File: src/rtl/alu_seq.sv
// Handshaked, registered ALU: eight single-cycle logic/arith ops plus
// iterative unsigned multiply and variable logical shifts.
module alu_seq #(
  parameter  int WIDTH = 32,
  localparam int SHW   = $clog2(WIDTH)
) (
  input  logic             clk,
  input  logic             rst_n,
  input  logic             in_valid,
  output logic             in_ready,
  input  logic [WIDTH-1:0] in_A,
  input  logic [WIDTH-1:0] in_B,
  input  logic [3:0]       alu_mode,
  input  logic             carry_in,
  output logic             out_valid,
  input  logic             out_ready,
  output logic [WIDTH-1:0] out,
  output logic             carry_out,
  output logic             zero_flag,
  output logic             neg_flag,
  output logic             ovf_flag,
  output logic             busy
);

  // Handshake: a request transfers on a rising edge with in_valid && in_ready
  // (in_ready is high only in IDLE); a result is presented with out_valid in
  // DONE and held stable until the edge where out_valid && out_ready.
  typedef enum logic [1:0] {
    S_IDLE = 2'd0,
    S_BUSY = 2'd1,
    S_DONE = 2'd2
  } state_t;

  localparam logic [3:0] M_AND  = 4'd0;
  localparam logic [3:0] M_OR   = 4'd1;
  localparam logic [3:0] M_XOR  = 4'd2;
  localparam logic [3:0] M_SHCL = 4'd3;
  localparam logic [3:0] M_SHCR = 4'd4;
  localparam logic [3:0] M_NOT  = 4'd5;
  localparam logic [3:0] M_SUB  = 4'd6;
  localparam logic [3:0] M_ADD  = 4'd7;
  localparam logic [3:0] M_MUL  = 4'd8;
  localparam logic [3:0] M_LSL  = 4'd9;
  localparam logic [3:0] M_LSR  = 4'd10;

  state_t           state_q, state_d;
  logic [WIDTH-1:0] a_q, a_d;
  logic [WIDTH-1:0] b_q, b_d;
  logic [WIDTH-1:0] acc_q, acc_d;
  logic [WIDTH-1:0] out_q, out_d;
  logic [3:0]       mode_q, mode_d;
  logic [SHW-1:0]   cnt_q, cnt_d;
  logic             carry_q, carry_d;
  logic             zero_q, zero_d;
  logic             neg_q, neg_d;
  logic             ovf_q, ovf_d;

  logic [WIDTH-1:0] b_op;
  logic [WIDTH:0]   sum;
  logic [WIDTH-1:0] sc_out;
  logic             sc_carry;
  logic             sc_ovf;

  always_comb begin
    b_op     = (alu_mode == M_SUB) ? ~in_B : in_B;
    sum      = {1'b0, in_A} + {1'b0, b_op} + {{WIDTH{1'b0}}, carry_in};
    sc_out   = '0;
    sc_carry = carry_in;
    sc_ovf   = 1'b0;
    case (alu_mode)
      M_AND:  sc_out = in_A & in_B;
      M_OR:   sc_out = in_A | in_B;
      M_XOR:  sc_out = in_A ^ in_B;
      M_SHCL: begin
        sc_out   = {in_A[WIDTH-2:0], carry_in};
        sc_carry = in_A[WIDTH-1];
      end
      M_SHCR: begin
        sc_out   = {carry_in, in_A[WIDTH-1:1]};
        sc_carry = in_A[0];
      end
      M_NOT:  sc_out = ~in_A;
      M_SUB, M_ADD: begin
        sc_out   = sum[WIDTH-1:0];
        sc_carry = sum[WIDTH];
        sc_ovf   = (in_A[WIDTH-1] == b_op[WIDTH-1]) && (sum[WIDTH-1] != in_A[WIDTH-1]);
      end
      default: ;
    endcase
  end

  // Shift-add step: {acc_q, b_q} is the running product, shifted right once per cycle.
  logic [WIDTH:0] mul_sum;
  assign mul_sum = {1'b0, acc_q} + (b_q[0] ? {1'b0, a_q} : '0);

  logic             load;
  logic [WIDTH-1:0] res_out;
  logic             res_carry;
  logic             res_ovf;

  always_comb begin
    state_d   = state_q;
    a_d       = a_q;
    b_d       = b_q;
    acc_d     = acc_q;
    mode_d    = mode_q;
    cnt_d     = cnt_q;
    load      = 1'b0;
    res_out   = '0;
    res_carry = 1'b0;
    res_ovf   = 1'b0;
    unique case (state_q)
      S_IDLE: begin
        if (in_valid) begin
          a_d    = in_A;
          b_d    = in_B;
          mode_d = alu_mode;
          acc_d  = '0;
          if (alu_mode == M_MUL) begin
            cnt_d   = SHW'(WIDTH - 1);
            state_d = S_BUSY;
          end else if (alu_mode == M_LSL || alu_mode == M_LSR) begin
            if (in_B[SHW-1:0] != '0) begin
              cnt_d   = in_B[SHW-1:0] - SHW'(1);
              state_d = S_BUSY;
            end else begin
              load      = 1'b1;
              res_out   = in_A;
              res_carry = carry_in;
              state_d   = S_DONE;
            end
          end else begin
            load      = 1'b1;
            res_out   = sc_out;
            res_carry = sc_carry;
            res_ovf   = sc_ovf;
            state_d   = S_DONE;
          end
        end
      end
      S_BUSY: begin
        case (mode_q)
          M_MUL: begin
            acc_d     = mul_sum[WIDTH:1];
            b_d       = {mul_sum[0], b_q[WIDTH-1:1]};
            res_out   = b_d;
            res_carry = |acc_d;
          end
          M_LSL: begin
            a_d       = {a_q[WIDTH-2:0], 1'b0};
            res_out   = a_d;
            res_carry = a_q[WIDTH-1];
          end
          default: begin
            a_d       = {1'b0, a_q[WIDTH-1:1]};
            res_out   = a_d;
            res_carry = a_q[0];
          end
        endcase
        if (cnt_q == '0) begin
          load    = 1'b1;
          state_d = S_DONE;
        end else begin
          cnt_d = cnt_q - SHW'(1);
        end
      end
      S_DONE: begin
        if (out_ready) state_d = S_IDLE;
      end
      default: state_d = S_IDLE;
    endcase
    out_d   = load ? res_out : out_q;
    carry_d = load ? res_carry : carry_q;
    ovf_d   = load ? res_ovf : ovf_q;
    zero_d  = load ? (res_out == '0) : zero_q;
    neg_d   = load ? res_out[WIDTH-1] : neg_q;
  end

  always_ff @(posedge clk or negedge rst_n) begin
    if (!rst_n) begin
      state_q <= S_IDLE;
      a_q     <= '0;
      b_q     <= '0;
      acc_q   <= '0;
      mode_q  <= '0;
      cnt_q   <= '0;
      out_q   <= '0;
      carry_q <= 1'b0;
      zero_q  <= 1'b0;
      neg_q   <= 1'b0;
      ovf_q   <= 1'b0;
    end else begin
      state_q <= state_d;
      a_q     <= a_d;
      b_q     <= b_d;
      acc_q   <= acc_d;
      mode_q  <= mode_d;
      cnt_q   <= cnt_d;
      out_q   <= out_d;
      carry_q <= carry_d;
      zero_q  <= zero_d;
      neg_q   <= neg_d;
      ovf_q   <= ovf_d;
    end
  end

  assign in_ready  = (state_q == S_IDLE);
  assign out_valid = (state_q == S_DONE);
  assign busy      = (state_q == S_BUSY);
  assign out       = out_q;
  assign carry_out = carry_q;
  assign zero_flag = zero_q;
  assign neg_flag  = neg_q;
  assign ovf_flag  = ovf_q;

endmodule

File: config.mk
export PLATFORM = sky130hd
export DESIGN_NAME = alu_seq
export DESIGN_NICKNAME = d
export VERILOG_FILES = /design/src/rtl/alu_seq.sv
export SDC_FILE = /design/constraint.sdc
export NUM_CORES = 1
export LEC_CHECK = 0
export BUFFER_PORTS_ARGS = -buffer_cell sky130_fd_sc_hd__buf_2
export CAP_MARGIN = 15
export CORE_ASPECT_RATIO = 1.5
export CORE_MARGIN = 2
export CORE_UTILIZATION = 36
export DETAILED_ROUTE_END_ITERATION = 6
export HOLD_SLACK_MARGIN = 0.12
export PLACE_DENSITY = 0.61
export SLEW_MARGIN = 10
export SYNTH_ARGS = -nofsm -noshare
export SYNTH_HDL_FRONTEND = slang
export SYNTH_SLANG_ARGS = --single-unit
File: constraint.sdc
create_clock -name clk -period 10.25 [get_ports clk]
set_input_delay 1.025 -clock clk [delete_from_list [all_inputs] [get_ports clk]]
set_output_delay 1.025 -clock clk [all_outputs]
set_load 0.05 [all_outputs]
==> impl_metrics.yaml <==
logic_synthesis:
  synthArstFlopShare_pct: 100.0
  syn_nets: 2118
  avgSynthCellArea_sq_um: 7.621
  yosysSeqAreaShare_pct: 24.39
  yosysUniqueCellTypes: 91
  ys.flop_type: "dfrtp_1"
  syn_inst: 1912
  yosys_warnings: 0
  syn_area_sq_um: 14570
  ys_ff_latch: 142
  synth-edff-count: 0
global_route:
  grt_pass1_vias: 14230
  grt_usage_pct: 24.38
  grt.overflow.total: 0
  grt_pass1_wl_microns: 81050
  antenna_found_initial: 0
  grt_max_degree: 90
worst_setup_path:
  cp-end-kind: "register"
  worst_setup_path_start_kind: "input pin"
  crit_arrival_ns: 7.15
  critPathSlowestCell: "or4_2"
  critPathKind: "in -> reg"
  critPathMaxFanout: 47
  cp_num_buf_inv: 3
  rrSetupSlack_ns: 5.64
  crit_path_max_incr_delay_ns: 0.64
  path_delay_family: "simple AND/OR/NAND/NOR gates"
  cp_data_required_time_ns: 10.64
  worstPathCellList: "buf_2, buf_4, nand3b_1, nor2_4, buf_4, xnor2_1, fa_1, fa_1, nand2b_1, a21oi_1, o21ai_0, o21ai_0, a21oi_1, nor3_1, mux2i_1, nand2_1, or4_2, nor4_1, a41o_1"
place:
  placement.io_buffers: 111
  finalWeightedCongestion: 0.9412
  dp_hpwl_microns: 38800
  dp.cells: 2428
  post-place-ws_ns: 3.034
floorplan:
  rows: 90
  core_area_sq_um: 40090
  die_y_microns: 250.4
  die-area_sq_um: 42130
  start_util_pct: 36.35
  ios: 112
  fp.dieW_microns: 168.3
outcome:
  status: "completed"
finish:
  diodes: 0
  layout_commonest_cell: "a21oi_1"
  areaGrowthSynthToFinish_pct: 10.27
  drive_gt1_share_pct: 12.03
  finalNonFillerCells: 2460
  final_cell_mix: "a21oi_1 (217), nand2_1 (192), o21ai_0 (182)"
  nets: 2147
power_and_ir_drop:
  ir_drop_mv: 0.1503
  leakagePower_nw: 7.041
  power_density_nw_per_um2: 218.6
  power.total_mw: 3.512
timing:
  rsz0062_at_grt: "false"
  tns_ns: 0
  drv_slew: 0
  maxSlewHeadroom_pct: 25.48
  fin_crit_sh_pct: 65.90
  period_needed_ns: 6.755
  tightestPinTransition_ns: 1.106
  setup_viol_count_final: 0
  holdWs_ns: 0.4907
  finClkSkew_ns: 0.009721
  hold_viol_final: 0
  setup_slack_ns: 3.495
  fmax_mhz: 148.0
worst_hold_path:
  hp-class: "reg -> reg"
clocking:
  cts_resized: 0
  cts_made_buffers: 17
  cts.sinks: 142
  clock_path_buffers: 2
  ctsHoldBuffers: 0
  h-tree-depth: 4
  tritoncts: "built"
  clk_latency_ns: 0.45
  postCtsSetupRepairBufs: 0
  path_clk_slew_ns: 0.07
  root_buffer: "clkbuf_16"
route:
  routedWlPerCell_microns: 20.90
  drc: 0
  dr.pass1.iters: 5
  totalWireLength_microns: 51430
  antenna_left: 0
  avgViaCountPerCell: 5.878
  vias: 14460
  drt_iter0_drc: 1251
run:
  cap_viol_max_count: 0
-- through the flow --
step / utilization, % / area [sq um]
after floorplan: - / 14570
after global placement: 38.60 / 15470
after detailed placement: 38.60 / 15470
after CTS: 40.08 / 16070
after global routing: 40.08 / 16070
final: 40.08 / 16070
-- worst paths after layout --
| kind | from | to | cells after the start |
|---|---|---|---|
| hold / removal | out[0] | out[0] | 2 |
| hold reg to reg | out[0] | out[0] | 2 |
| min in group asynchronous | rst_n | out[0] | 1 |
| setup reg to reg | b_q[0] | carry_out | 13 |
| setup / recovery | alu_mode[2] | zero_flag | 19 |
| max in group asynchronous | rst_n | mode_q[0] | 2 |
-- flip-flops by register name, summed over array words and instances (netlist names), 2 cells and up --
register and flops:
a_q 32, acc_q 32, b_q 32, cnt_q 5
mode_q 4, out 32, state_q 2
-- metal layers --
layer / part of all wire, % / track usage [%] / vias up
met2: 48 / 41.45 / 476
met5: 0 / 0 / -
met3: 4.8 / 3.002 / 118
li1: - / - / 6935
met1: 43 / 30.47 / 6930
met4: 4.6 / 11.90 / 0
-- synthesized netlist by cell type (5+ instances only) --
library cell / number / share of area [%]
mux2i_1: 67 / 4.6
a22oi_1: 7 / 0.36
nor2_1: 183 / 4.7
o22ai_1: 26 / 1.1
o21bai_1: 5 / 0.26
buf_2: 15 / 0.52
a21o_1: 21 / 1.1
a222oi_1: 8 / 0.55
nand4_1: 15 / 0.64
buf_1: 11 / 0.28
a21oi_1: 218 / 7.5
nor4_1: 8 / 0.34
xnor2_1: 63 / 3.8
a211oi_1: 26 / 1.3
nand3_1: 64 / 2.2
nor3_1: 24 / 0.82
a221oi_1: 16 / 0.96
a31oi_1: 26 / 1.1
nor4b_1: 5 / 0.30
a2111oi_0: 9 / 0.54
o31ai_1: 7 / 0.36
and2_1: 43 / 1.8
o211ai_1: 14 / 0.72
o21a_1: 5 / 0.26
or2_2: 5 / 0.21
ha_1: 130 / 11
dfrtp_1: 142 / 24
nand3b_1: 5 / 0.26
clkbuf_1: 94 / 2.4
mux2_2: 17 / 1.3
o21ai_0: 182 / 6.3
and3_1: 5 / 0.21
inv_1: 82 / 2.1
nand2_1: 193 / 5.0
nand2b_1: 17 / 0.73
nor3b_1: 8 / 0.41
nor2b_1: 15 / 0.64
xor2_1: 24 / 1.4
-- worst register-to-register path, cell delays in order, from the launching register on --
cell	delay, ns
dfrtp_1	0.85
and2_1	0.27
ha_1	0.24
a211oi_1	0.35
nor4_1	0.17
o311ai_0	0.62
o211ai_1	0.38
xnor2_1	0.40
nand2_1	0.09
nor4_1	0.24
nand4_1	0.16
a2111oi_0	0.34
and4b_1	0.26
a31oi_1	0.09
-- final cells by class --
class | instances | area, sq um
fill | 4130 | 24020
multi-input combinational | 1557 | 10200
sequential | 142 | 3555
timing repair buffer | 138 | 764.5
tap | 506 | 633.1
clock buffer | 21 | 460.4
inverter | 85 | 319.1
clock inverter | 11 | 132.6
-- where the power goes --
group          total (mW)  leakage (nW)  switching (mW)  internal, mW
clock               0.652         0.273           0.278         0.374
sequential           1.00          1.82           0.232         0.773
combinational        1.86          4.95            1.24         0.617
total                3.51          7.04            1.75          1.76
-- kinds of logic (layout without fill, tap and decap cells) --
logic type | Yosys count | count (layout) | synth area share (%)
AO/OA/AOI/OAI | 630 | 630 | 26.36
XOR/XNOR | 88 | 88 | 5.341
adder cells (fa/ha/maj) | 133 | 133 | 11.57
buffers and inverters | 213 | 255 | 6.045
flip-flops | 142 | 142 | 24.39
multiplexers | 85 | 85 | 6.071
AND/OR/NAND/NOR | 621 | 621 | 20.22
Power figures use the tool's default switching activity.
